`config.mk`:
```
export PLATFORM = sky130hd
export DESIGN_NAME = snoop_responder
export DESIGN_NICKNAME = d
export VERILOG_FILES = /design/src/rtl/snoop_responder.sv
export SDC_FILE = /design/constraint.sdc
export NUM_CORES = 1
export LEC_CHECK = 0
export BUFFER_PORTS_ARGS = -buffer_cell sky130_fd_sc_hd__buf_2
export CAP_MARGIN = 10
export CORE_AREA = 2 2 77 79
export CTS_CLUSTER_DIAMETER = 30
export CTS_CLUSTER_SIZE = 16
export DETAILED_ROUTE_END_ITERATION = 16
export DIE_AREA = 0 0 79 81
export SKIP_CTS_REPAIR_TIMING = 1
export SLEW_MARGIN = 25
export SYNTH_ARGS = -nofsm -noshare
export SYNTH_HDL_FRONTEND = slang
export SYNTH_SLANG_ARGS = --single-unit
```
`constraint.sdc`:
```
create_clock -name clock -period 2.6 [get_ports clock]
set_input_delay 0.26 -clock clock [delete_from_list [all_inputs] [get_ports clock]]
set_output_delay 0.26 -clock clock [all_outputs]
set_load 0.005 [all_outputs]
```
`src/rtl/snoop_responder.sv`:
```
// snoop_responder
//   Bus-side MSI snoop controller. It holds the per-line status/tag table
//   that the processor-side issuer reads as old_Status. It accepts snooped
//   bus messages over a valid/ready handshake, downgrades or invalidates
//   matching lines, and requests a writeback when a line held in M is hit
//   by another cache's read_miss or write_miss.
//
// Encodings (shared with the issuer)
//   status : I=00 S=01 M=10 (11 is treated as I and never hits)
//   message: write_miss=00 read_miss=01 invalidate=10 NA=11
//
// Ports
//   clock, reset          single rising-edge clock, synchronous active-high reset
//   loc_we/index/tag/status  issuer write into the table (applies in any state)
//   rd_index -> rd_status/rd_tag  combinational table read for the issuer
//   bus_valid/message/index/tag, bus_ready  snooped message handshake
//   wb_req/index/tag, wb_ack  writeback request, held until wb_ack is sampled
//   abort_access          1-cycle pulse: bus access hit a local M line
//   snoop_done            1-cycle pulse: table update for the message commits
//   proto_err             1-cycle pulse: invalidate hit a local M line
//   dbg_state             current FSM state (IDLE=0 LOOKUP=1 WB=2 UPDATE=3)
//
// Handshake: a message transfers on a rising edge where bus_valid and
// bus_ready are both 1. bus_ready depends only on the FSM state, loc_we and
// reset, never on bus_valid. Once accepted, message/index/tag are registered
// and the bus side may change freely.
module snoop_responder #(
  parameter int IDX_W = 2,
  parameter int TAG_W = 4
) (
  input  logic             clock,
  input  logic             reset,
  input  logic             loc_we,
  input  logic [IDX_W-1:0] loc_index,
  input  logic [TAG_W-1:0] loc_tag,
  input  logic [1:0]       loc_status,
  input  logic [IDX_W-1:0] rd_index,
  output logic [1:0]       rd_status,
  output logic [TAG_W-1:0] rd_tag,
  input  logic             bus_valid,
  input  logic [1:0]       bus_message,
  input  logic [IDX_W-1:0] bus_index,
  input  logic [TAG_W-1:0] bus_tag,
  output logic             bus_ready,
  output logic             wb_req,
  output logic [IDX_W-1:0] wb_index,
  output logic [TAG_W-1:0] wb_tag,
  input  logic             wb_ack,
  output logic             abort_access,
  output logic             snoop_done,
  output logic             proto_err,
  output logic [1:0]       dbg_state
);

  localparam int LINES = 1 << IDX_W;

  localparam logic [1:0] ST_I = 2'b00;
  localparam logic [1:0] ST_S = 2'b01;
  localparam logic [1:0] ST_M = 2'b10;

  localparam logic [1:0] MSG_WM  = 2'b00;
  localparam logic [1:0] MSG_RM  = 2'b01;
  localparam logic [1:0] MSG_INV = 2'b10;

  typedef enum logic [1:0] {
    IDLE   = 2'd0,
    LOOKUP = 2'd1,
    WB     = 2'd2,
    UPDATE = 2'd3
  } state_t;

  state_t           state_q, state_d;
  logic [1:0]       status_q [LINES];
  logic [1:0]       status_d [LINES];
  logic [TAG_W-1:0] tag_q    [LINES];
  logic [TAG_W-1:0] tag_d    [LINES];

  // Registered copy of the accepted message.
  logic [1:0]       req_msg_q, req_msg_d;
  logic [IDX_W-1:0] req_idx_q, req_idx_d;
  logic [TAG_W-1:0] req_tag_q, req_tag_d;

  // Snoop result decided in LOOKUP and committed in UPDATE, so a local write
  // to the same line during LOOKUP/WB is overridden by the snoop.
  logic             upd_en_q, upd_en_d;
  logic [1:0]       new_status_q, new_status_d;

  logic       accept;
  logic [1:0] line_status;
  logic       line_valid;
  logic       hit;
  logic       m_hit;
  logic       m_hit_access;

  assign accept      = bus_valid && bus_ready;
  assign line_status = status_q[req_idx_q];
  // Status 11 is not a valid state and is never counted as a hit.
  assign line_valid  = (line_status == ST_S) || (line_status == ST_M);
  assign hit         = line_valid && (tag_q[req_idx_q] == req_tag_q);
  assign m_hit       = hit && (line_status == ST_M);
  assign m_hit_access = m_hit && ((req_msg_q == MSG_RM) || (req_msg_q == MSG_WM));

  always_comb begin
    state_d      = state_q;
    status_d     = status_q;
    tag_d        = tag_q;
    req_msg_d    = req_msg_q;
    req_idx_d    = req_idx_q;
    req_tag_d    = req_tag_q;
    upd_en_d     = upd_en_q;
    new_status_d = new_status_q;

    if (loc_we) begin
      status_d[loc_index] = loc_status;
      tag_d[loc_index]    = loc_tag;
    end

    case (state_q)
      IDLE: begin
        if (accept) begin
          req_msg_d = bus_message;
          req_idx_d = bus_index;
          req_tag_d = bus_tag;
          state_d   = LOOKUP;
        end
      end
      LOOKUP: begin
        upd_en_d     = 1'b0;
        new_status_d = line_status;
        if (hit) begin
          case (req_msg_q)
            MSG_RM: begin
              upd_en_d     = 1'b1;
              new_status_d = ST_S;
            end
            MSG_WM: begin
              upd_en_d     = 1'b1;
              new_status_d = ST_I;
            end
            MSG_INV: begin
              // Invalidate on an M line is illegal and leaves it untouched.
              upd_en_d     = (line_status == ST_S);
              new_status_d = ST_I;
            end
            default: upd_en_d = 1'b0;
          endcase
        end
        state_d = m_hit_access ? WB : UPDATE;
      end
      WB: begin
        if (wb_ack) state_d = UPDATE;
      end
      UPDATE: begin
        // Snoop result takes priority over a same-cycle local write.
        if (upd_en_q) status_d[req_idx_q] = new_status_q;
        state_d = IDLE;
      end
      default: state_d = IDLE;
    endcase
  end

  always_ff @(posedge clock) begin
    if (reset) begin
      state_q      <= IDLE;
      req_msg_q    <= '0;
      req_idx_q    <= '0;
      req_tag_q    <= '0;
      upd_en_q     <= 1'b0;
      new_status_q <= ST_I;
      for (int i = 0; i < LINES; i++) begin
        status_q[i] <= ST_I;
        tag_q[i]    <= '0;
      end
    end else begin
      state_q      <= state_d;
      req_msg_q    <= req_msg_d;
      req_idx_q    <= req_idx_d;
      req_tag_q    <= req_tag_d;
      upd_en_q     <= upd_en_d;
      new_status_q <= new_status_d;
      status_q     <= status_d;
      tag_q        <= tag_d;
    end
  end

  // Outputs are gated by reset so wb_req and the pulses drop in the reset
  // cycle itself rather than one cycle later.
  assign bus_ready    = (state_q == IDLE) && !loc_we && !reset;
  assign wb_req       = (state_q == WB) && !reset;
  assign wb_index     = req_idx_q;
  assign wb_tag       = req_tag_q;
  assign abort_access = (state_q == LOOKUP) && m_hit_access && !reset;
  assign proto_err    = (state_q == LOOKUP) && m_hit && (req_msg_q == MSG_INV) && !reset;
  assign snoop_done   = (state_q == UPDATE) && !reset;
  assign rd_status    = status_q[rd_index];
  assign rd_tag       = tag_q[rd_index];
  assign dbg_state    = state_q;

endmodule

```
==> tab_implementation.tex, run 1 <==
\begin{tabular}{lr}
\hline
Metric & Value \\
\hline
\multicolumn{2}{l}{\textbf{Placement}} \\
\quad Sum of net half-perimeters after detailed placement & 3540 µm \\
\quad RePlAce Congestion & 0.765 \\
\quad Port-buffer cells & 41 \\
\multicolumn{2}{l}{\textbf{Global routing}} \\
\quad Total global routing overflow & 0 \\
\quad Grt peak-use layer & met2 \\
\quad Largest net degree at the start of global routing & 42 \\
\quad Met1 global-route usage & 0.212 \\
\quad Antenna violations before repair & 0 \\
\quad Wire length of the first global-routing pass & 7670 µm \\
\quad Global-route total usage across every layer & 0.160 \\
\quad Via count of the first global-routing pass & 1483 \\
\quad Met3 track demand over resource & 0.0400 \\
\quad Met2 Resource Use GR & 0.241 \\
\multicolumn{2}{l}{\textbf{STA}} \\
\quad Period utilisation layout & 0.938 \\
\quad F\_max & 410 MHz \\
\quad Setup repair after global routing missed its margin & false \\
\quad Final number of setup-violating endpoints & 0 \\
\quad Total negative setup slack & 0 ns \\
\quad Final Max Slew Viols & 0 \\
\quad Slew margin rel. & 0.548 \\
\quad Final count of hold timing violations & 0 \\
\quad Measured slew at the worst slew-check pin & 0.675 ns \\
\quad Post-layout minimum cycle time & 2.44 ns \\
\quad Worst-case clock skew & 0.00341 ns \\
\multicolumn{2}{l}{\textbf{Setup path}} \\
\quad Required time reported for the critical path endpoint & 2.34 ns \\
\quad Kind of end point of the critical path & output pin \\
\quad Reg-to-reg slack, setup & 0.54 ns \\
\quad Critical path data arrival time & 2.18 ns \\
\quad Critical setup path kind & reg2out \\
\quad List of cells traversed by the critical path & mux4\_1, xnor2\_1, nand4\_1, nor3\_2, and3\_1, buf\_2 \\
\quad Standard cell with the maximum stage delay on the critical path & mux4\_1 \\
\quad Element type at the critical path start & register \\
\quad Slowest stage delay, CP & 0.60 ns \\
\quad CP max FO & 12 \\
\multicolumn{2}{l}{\textbf{Synthesis}} \\
\quad Async S/R FF share, synth & 0 \\
\quad Cell taking the most area after synthesis & dfxtp\_1 \\
\quad Synthesized instance count & 198 \\
\quad Post-Synthesis Net Count & 228 \\
\quad Most instantiated library cell after synthesis & dfxtp\_1 \\
\quad Ys flop type & dfxtp\_1 \\
\quad Number of different library cells in the post-synthesis netlist & 34 \\
\quad Area fraction of the dominant cell type after synthesis & 0.370 \\
\quad Number of synthesized flops with an enable pin & 0 \\
\quad Number of synthesized register bits & 37 \\
\quad Syn Std Cell Area & 2000 µm² \\
\quad Synthesis warning total & 0 \\
\quad Sequential cell area fraction in the yosys report & 0.370 \\
\quad Largest cells by area after synthesis & dfxtp\_1, mux2i\_1, mux4\_2 \\
\quad Top cells by count, synth & dfxtp\_1, nor2\_1, mux2i\_1, nand2\_1, a21oi\_1 \\
\quad Average size of a mapped cell & 10.1 µm² \\
\multicolumn{2}{l}{\textbf{Clock tree}} \\
\quad TritonCTS clock tree & done \\
\quad CTS HTree Levels & 2 \\
\quad Number of buffers created by CTS & 5 \\
\quad Clock Tree Root & clkbuf\_8 \\
\quad Clock-pin slew on the worst setup and hold paths & 0.07 ns \\
\quad Sinks on Clock Net & 37 \\
\quad Clock latency of the later-clocked register in the worst-skew pair & 0.29 ns \\
\quad Buffer depth of the longest clock path & 2 \\
\multicolumn{2}{l}{\textbf{Min path}} \\
\quad Type of the tightest min-delay check & in2reg \\
\multicolumn{2}{l}{\textbf{Drt}} \\
\quad Number of design-rule violations left by the first detailed-router iteration & 37 \\
\quad 1st-pass router iterations & 4 \\
\quad Post-route DRC & 0 \\
\quad Remaining antenna violation count after routing & 0 \\
\quad Wire length after detailed routing & 4760 µm \\
\quad Detail-routed net length per standard cell & 15.1 µm \\
\quad Number of vias per cell after detailed routing & 5.10 \\
\quad Routed vias & 1607 \\
\multicolumn{2}{l}{\textbf{Die}} \\
\quad Io pins & 42 \\
\quad Die outline height & 81 µm \\
\quad Area inside the core boundary & 5680 µm² \\
\quad Floorplan die area & 6400 µm² \\
\quad Starting density of the core & 0.353 \\
\quad Number of core rows & 28 \\
\quad Chip Width & 79 µm \\
\multicolumn{2}{l}{\textbf{Finish}} \\
\quad P\&R area growth vs syn & 18.9\% \\
\quad Count of antenna diodes in the layout & 0 \\
\quad NumNets Final & 269 \\
\quad Utilization after layout & 0.419 \\
\quad Share of post-route cells with drive strength above 1 & 0.292 \\
\multicolumn{2}{l}{\textbf{Run}} \\
\quad Number of maximum-capacitance constraint violations & 0 \\
\multicolumn{2}{l}{\textbf{Outcome}} \\
\quad Run status & finished, final reports clean \\
\multicolumn{2}{l}{\textbf{Power}} \\
\quad Total Power & 1.42 mW \\
\quad Leakage power & 1.08 nW \\
\quad VDD IR-drop max & 0.218 mV \\
\quad P per Cell Area & 598 nW/µm² \\
\hline
\end{tabular}
per-stage QoR:
stage | setup WS, ns | area (µm²) | cells | hold slack, ns
floorplan | 0.520 | 2000 | 198 | 0.396
global placement | 0.311 | 2260 | 306 | 0.487
detailed placement | 0.257 | 2260 | 306 | 0.484
CTS | -0.0821 | 2360 | 314 | 0.186
global route | 0.0202 | 2380 | 315 | 0.192
finish | 0.161 | 2380 | 315 | 0.199
per-layer routing:
layer | routed length [µm] | vias up
met2 | 2110 | 48
met3 | 309 | 8
met5 | 0 | -
met4 | 93 | 0
met1 | 2250 | 758
li1 | - | 793
layout make-up:
| class | count | area, µm² |
|---|---|---|
| fillers | 577 | 3300 |
| multi-input cells | 147 | 1200 |
| flip-flops and latches | 37 | 748 |
| repair buffers | 43 | 220 |
| clock buffers | 7 | 96.3 |
| well taps | 75 | 93.8 |
| inverters | 5 | 18.8 |
| clock inverters | 1 | 5.00 |
power by group:
group	total (mW)	internal, mW	switching, mW
registers	0.650	0.603	0.0471
logic	0.332	0.156	0.175
clock network	0.443	0.239	0.203
sequential cells by signal (all words and copies together) (netlist names):
register,flops
tag_q,16
req_msg_q,2
wb_index,2
new_status_q,2
upd_en_q,1
wb_tag,4
status_q,8
dbg_state,2
path summary, 6_finish.rpt:
check                            startpoint                        end  cells past startpoint
setup / recovery   wb_index[0]$_SDFFE_PP0P_                  proto_err                      6
hold / removal                   bus_tag[1]     wb_tag[1]$_SDFFE_PP0P_                      3
setup reg to reg  dbg_state[0]$_SDFFE_PP0P_  dbg_state[1]$_SDFFE_PP0P_                      7
hold reg to reg      wb_tag[0]$_SDFFE_PP0P_     wb_tag[0]$_SDFFE_PP0P_                      2
critical path: cells and delay by family, from the launching register on:
family | cells | cell delay [ns]
buffers and inverters | 1 | 0.11
and+or+nand+nor | 3 | 0.55
xor gates and xnor gates | 1 | 0.20
DFF | 1 | 0.43
muxes | 1 | 0.60
kinds of logic after synthesis:
kind of cell,share of synthesized area
flops,0.370
xor+xnor,0.0213
fa+ha+maj,0.0437
buf+inv,0.0319
mux,0.267
compound gates,0.0931
simple gates,0.172
cell usage in the layout (no fill, tap or decap), types with 3 or more instances in the layout:
| master | instances |
|---|---|
| buf_2 | 41 |
| dfxtp_1 | 35 |
| nor2_1 | 30 |
| mux2i_1 | 25 |
| nand2_1 | 22 |
| a21oi_1 | 12 |
| mux4_2 | 8 |
| a211oi_1 | 8 |
| ha_1 | 7 |
| clkbuf_8 | 7 |
| inv_1 | 5 |
| mux4_1 | 4 |
| xnor2_1 | 3 |
| nor2b_1 | 3 |
| nand2b_1 | 3 |
(Power assumes the default switching activity.)
==> inputs of run 2 (changes only) <==
Settings changed: PLACE_DENSITY from default to 0.62.
==> run 2 against run 1 <==
  * Sequential share of layout area increased by 0.23 points
  * Register-to-register slack got worse by 0.03 ns
  * Global-route usage increased by 0.64 points
  * Sequential cell count unchanged
  * Largest cell class unchanged
==> tab_implementation.tex, run 2 (synthesized netlist as in run 1, its figures left out) <==
\begin{tabular}{lr}
\hline
Metric & Value \\
\hline
\multicolumn{2}{l}{\textbf{Placement}} \\
\quad Sum of net half-perimeters after detailed placement & 3620 µm \\
\quad Port-buffer cells & 41 \\
\quad Post-place setup slack & 0.257 ns \\
\quad RePlAce Congestion & 0.779 \\
\multicolumn{2}{l}{\textbf{Setup path}} \\
\quad Element type at the critical path start & register \\
\quad CP max FO & 12 \\
\quad Critical path data arrival time & 2.19 ns \\
\quad Kind of end point of the critical path & output pin \\
\quad FF-to-FF Start & dbg\_state[0]\$\_SDFFE\_PP0P\_ \\
\quad Critical setup path kind & reg2out \\
\quad Critical Path Start & wb\_index[1]\$\_SDFFE\_PP0P\_ \\
\quad Required time reported for the critical path endpoint & 2.34 ns \\
\multicolumn{2}{l}{\textbf{Die}} \\
\quad Die outline height & 81 µm \\
\quad Floorplan die area & 6400 µm² \\
\quad Area inside the core boundary & 5680 µm² \\
\quad Starting density of the core & 0.353 \\
\quad Number of core rows & 28 \\
\quad Chip Width & 79 µm \\
\quad Io pins & 42 \\
\multicolumn{2}{l}{\textbf{Power}} \\
\quad P per Cell Area & 591 nW/µm² \\
\quad VDD IR-drop max & 0.263 mV \\
\quad Clock network fraction of design power & 0.292 \\
\quad Switching power as a share of total power & 0.304 \\
\quad Combinational share of power & 0.240 \\
\quad Leakage power & 1.06 nW \\
\quad Cell internal power dissipation & 0.969 mW \\
\quad Sequential group share of total power & 0.468 \\
\quad Total Power & 1.39 mW \\
\quad Net switching power & 0.422 mW \\
\multicolumn{2}{l}{\textbf{STA}} \\
\quad Worst-case clock skew & 0.00416 ns \\
\quad Post-layout minimum cycle time & 2.45 ns \\
\quad Period utilisation layout & 0.944 \\
\quad Final Max Slew Viols & 0 \\
\quad Slew margin rel. & 0.543 \\
\quad Final count of hold timing violations & 0 \\
\quad Smallest setup slack after layout & 0.146 ns \\
\quad Measured slew at the worst slew-check pin & 0.683 ns \\
\quad Final number of setup-violating endpoints & 0 \\
\quad Setup repair after global routing missed its margin & false \\
\quad F\_max & 408 MHz \\
\multicolumn{2}{l}{\textbf{Finish}} \\
\quad Share of post-route cells with drive strength above 1 & 0.282 \\
\quad Max reg flops & 16 \\
\quad Commonest non-fill, non-tap cells in the layout & buf\_2, dfxtp\_1, nor2\_1 \\
\quad Layout fillers & 591 \\
\quad P\&R area growth vs syn & 17.6\% \\
\quad Count of antenna diodes in the layout & 0 \\
\quad NumNets Final & 268 \\
\quad Leading cell type in the layout, fill and taps excluded & buf\_2 \\
\quad Biggest register & tag\_q \\
\multicolumn{2}{l}{\textbf{Drt}} \\
\quad Detail-routed net length per standard cell & 15.7 µm \\
\quad 1st-pass router iterations & 4 \\
\quad Routed vias & 1606 \\
\quad Number of design-rule violations left by the first detailed-router iteration & 87 \\
\quad Post-route DRC & 0 \\
\quad Number of vias per cell after detailed routing & 5.13 \\
\quad Wire length after detailed routing & 4910 µm \\
\quad Remaining antenna violation count after routing & 0 \\
\multicolumn{2}{l}{\textbf{Clock tree}} \\
\quad Sinks on Clock Net & 37 \\
\quad TritonCTS clock tree & done \\
\quad CTS HTree Levels & 2 \\
\quad Clock-pin slew on the worst setup and hold paths & 0.07 ns \\
\quad Clock latency of the later-clocked register in the worst-skew pair & 0.29 ns \\
\quad Clock Tree Root & clkbuf\_8 \\
\quad Number of buffers created by CTS & 5 \\
\quad Buffer depth of the longest clock path & 2 \\
\multicolumn{2}{l}{\textbf{Global routing}} \\
\quad Largest net degree at the start of global routing & 42 \\
\quad Antenna violations before repair & 0 \\
\quad Wire length of the first global-routing pass & 8090 µm \\
\quad Via count of the first global-routing pass & 1598 \\
\quad Global-route total usage across every layer & 0.167 \\
\quad Total global routing overflow & 0 \\
\multicolumn{2}{l}{\textbf{Min path}} \\
\quad Type of the tightest min-delay check & in2reg \\
\quad Min-delay src & bus\_index[1] \\
\multicolumn{2}{l}{\textbf{Run}} \\
\quad Number of maximum-capacitance constraint violations & 0 \\
\multicolumn{2}{l}{\textbf{Outcome}} \\
\quad Run status & finished, final reports clean \\
\hline
\end{tabular}
==> run 2: cell types whose count changed in the layout (fill, tap and decap cells not counted) <==
cell	before	now
dfxtp_2	0	1
clkbuf_1	0	1
buf_4	2	1
clkbuf_8	7	6
clkinv_2	1	0
dfxtp_4	2	1
==> run 2: final timing paths <==
| path | slack [ns] | end | cells after the start |
|---|---|---|---|
| setup / recovery | 0.15 | proto_err | 6 |
| hold / removal | 0.21 | wb_index[1]$_SDFFE_PP0P_ | 3 |
| setup reg to reg | 0.51 | dbg_state[1]$_SDFFE_PP0P_ | 7 |
| hold reg to reg | 0.50 | wb_tag[0]$_SDFFE_PP0P_ | 2 |
==> run 2: final cells by class <==
type,instances,area [µm²],share of cell area
clock buffer,7,86.3,0.0367
inverter,5,18.8,0.00797
sequential,37,746,0.317
tap,75,93.8,0.0399
timing repair buffer,42,213,0.0903
multi-input combinational,147,1200,0.509
==> run 2: worst max-delay path, cell delays in order, from the launching register on <==
cell and delay, ns:
dfxtp_2 0.48, mux4_1 0.60, xnor2_1 0.19, nand4_1 0.18, nor3_2 0.18, and3_1 0.17
buf_2 0.11
==> run 2: per-stage QoR <==
stage	TNS, ns	util	instances	hold WS, ns	area, µm²
after floorplan	0	-	198	0.396	2000
after global placement	0	0.399	306	0.484	2260
after detailed placement	0	0.399	306	0.494	2260
after CTS	-0.103	0.414	313	0.209	2350
after global routing	0	0.415	313	0.206	2350
final	0	0.415	313	0.205	2350
==> run 2: power groups by stage <==
stage	Combinational, mW	Clock, mW	Sequential [mW]
after global placement	0.326	0	0.663
after global routing	0.378	0.434	0.659
after CTS	0.337	0.408	0.651
final	0.334	0.407	0.651
after detailed placement	0.336	0	0.664
after floorplan	0.235	0	0.649
==> run 2: routing by layer <==
metal  GRT usage  routed length, µm
met1       0.213               2340
met2       0.268               2270
met3      0.0478                229
met4      0.0638                 73
met5           0                  0
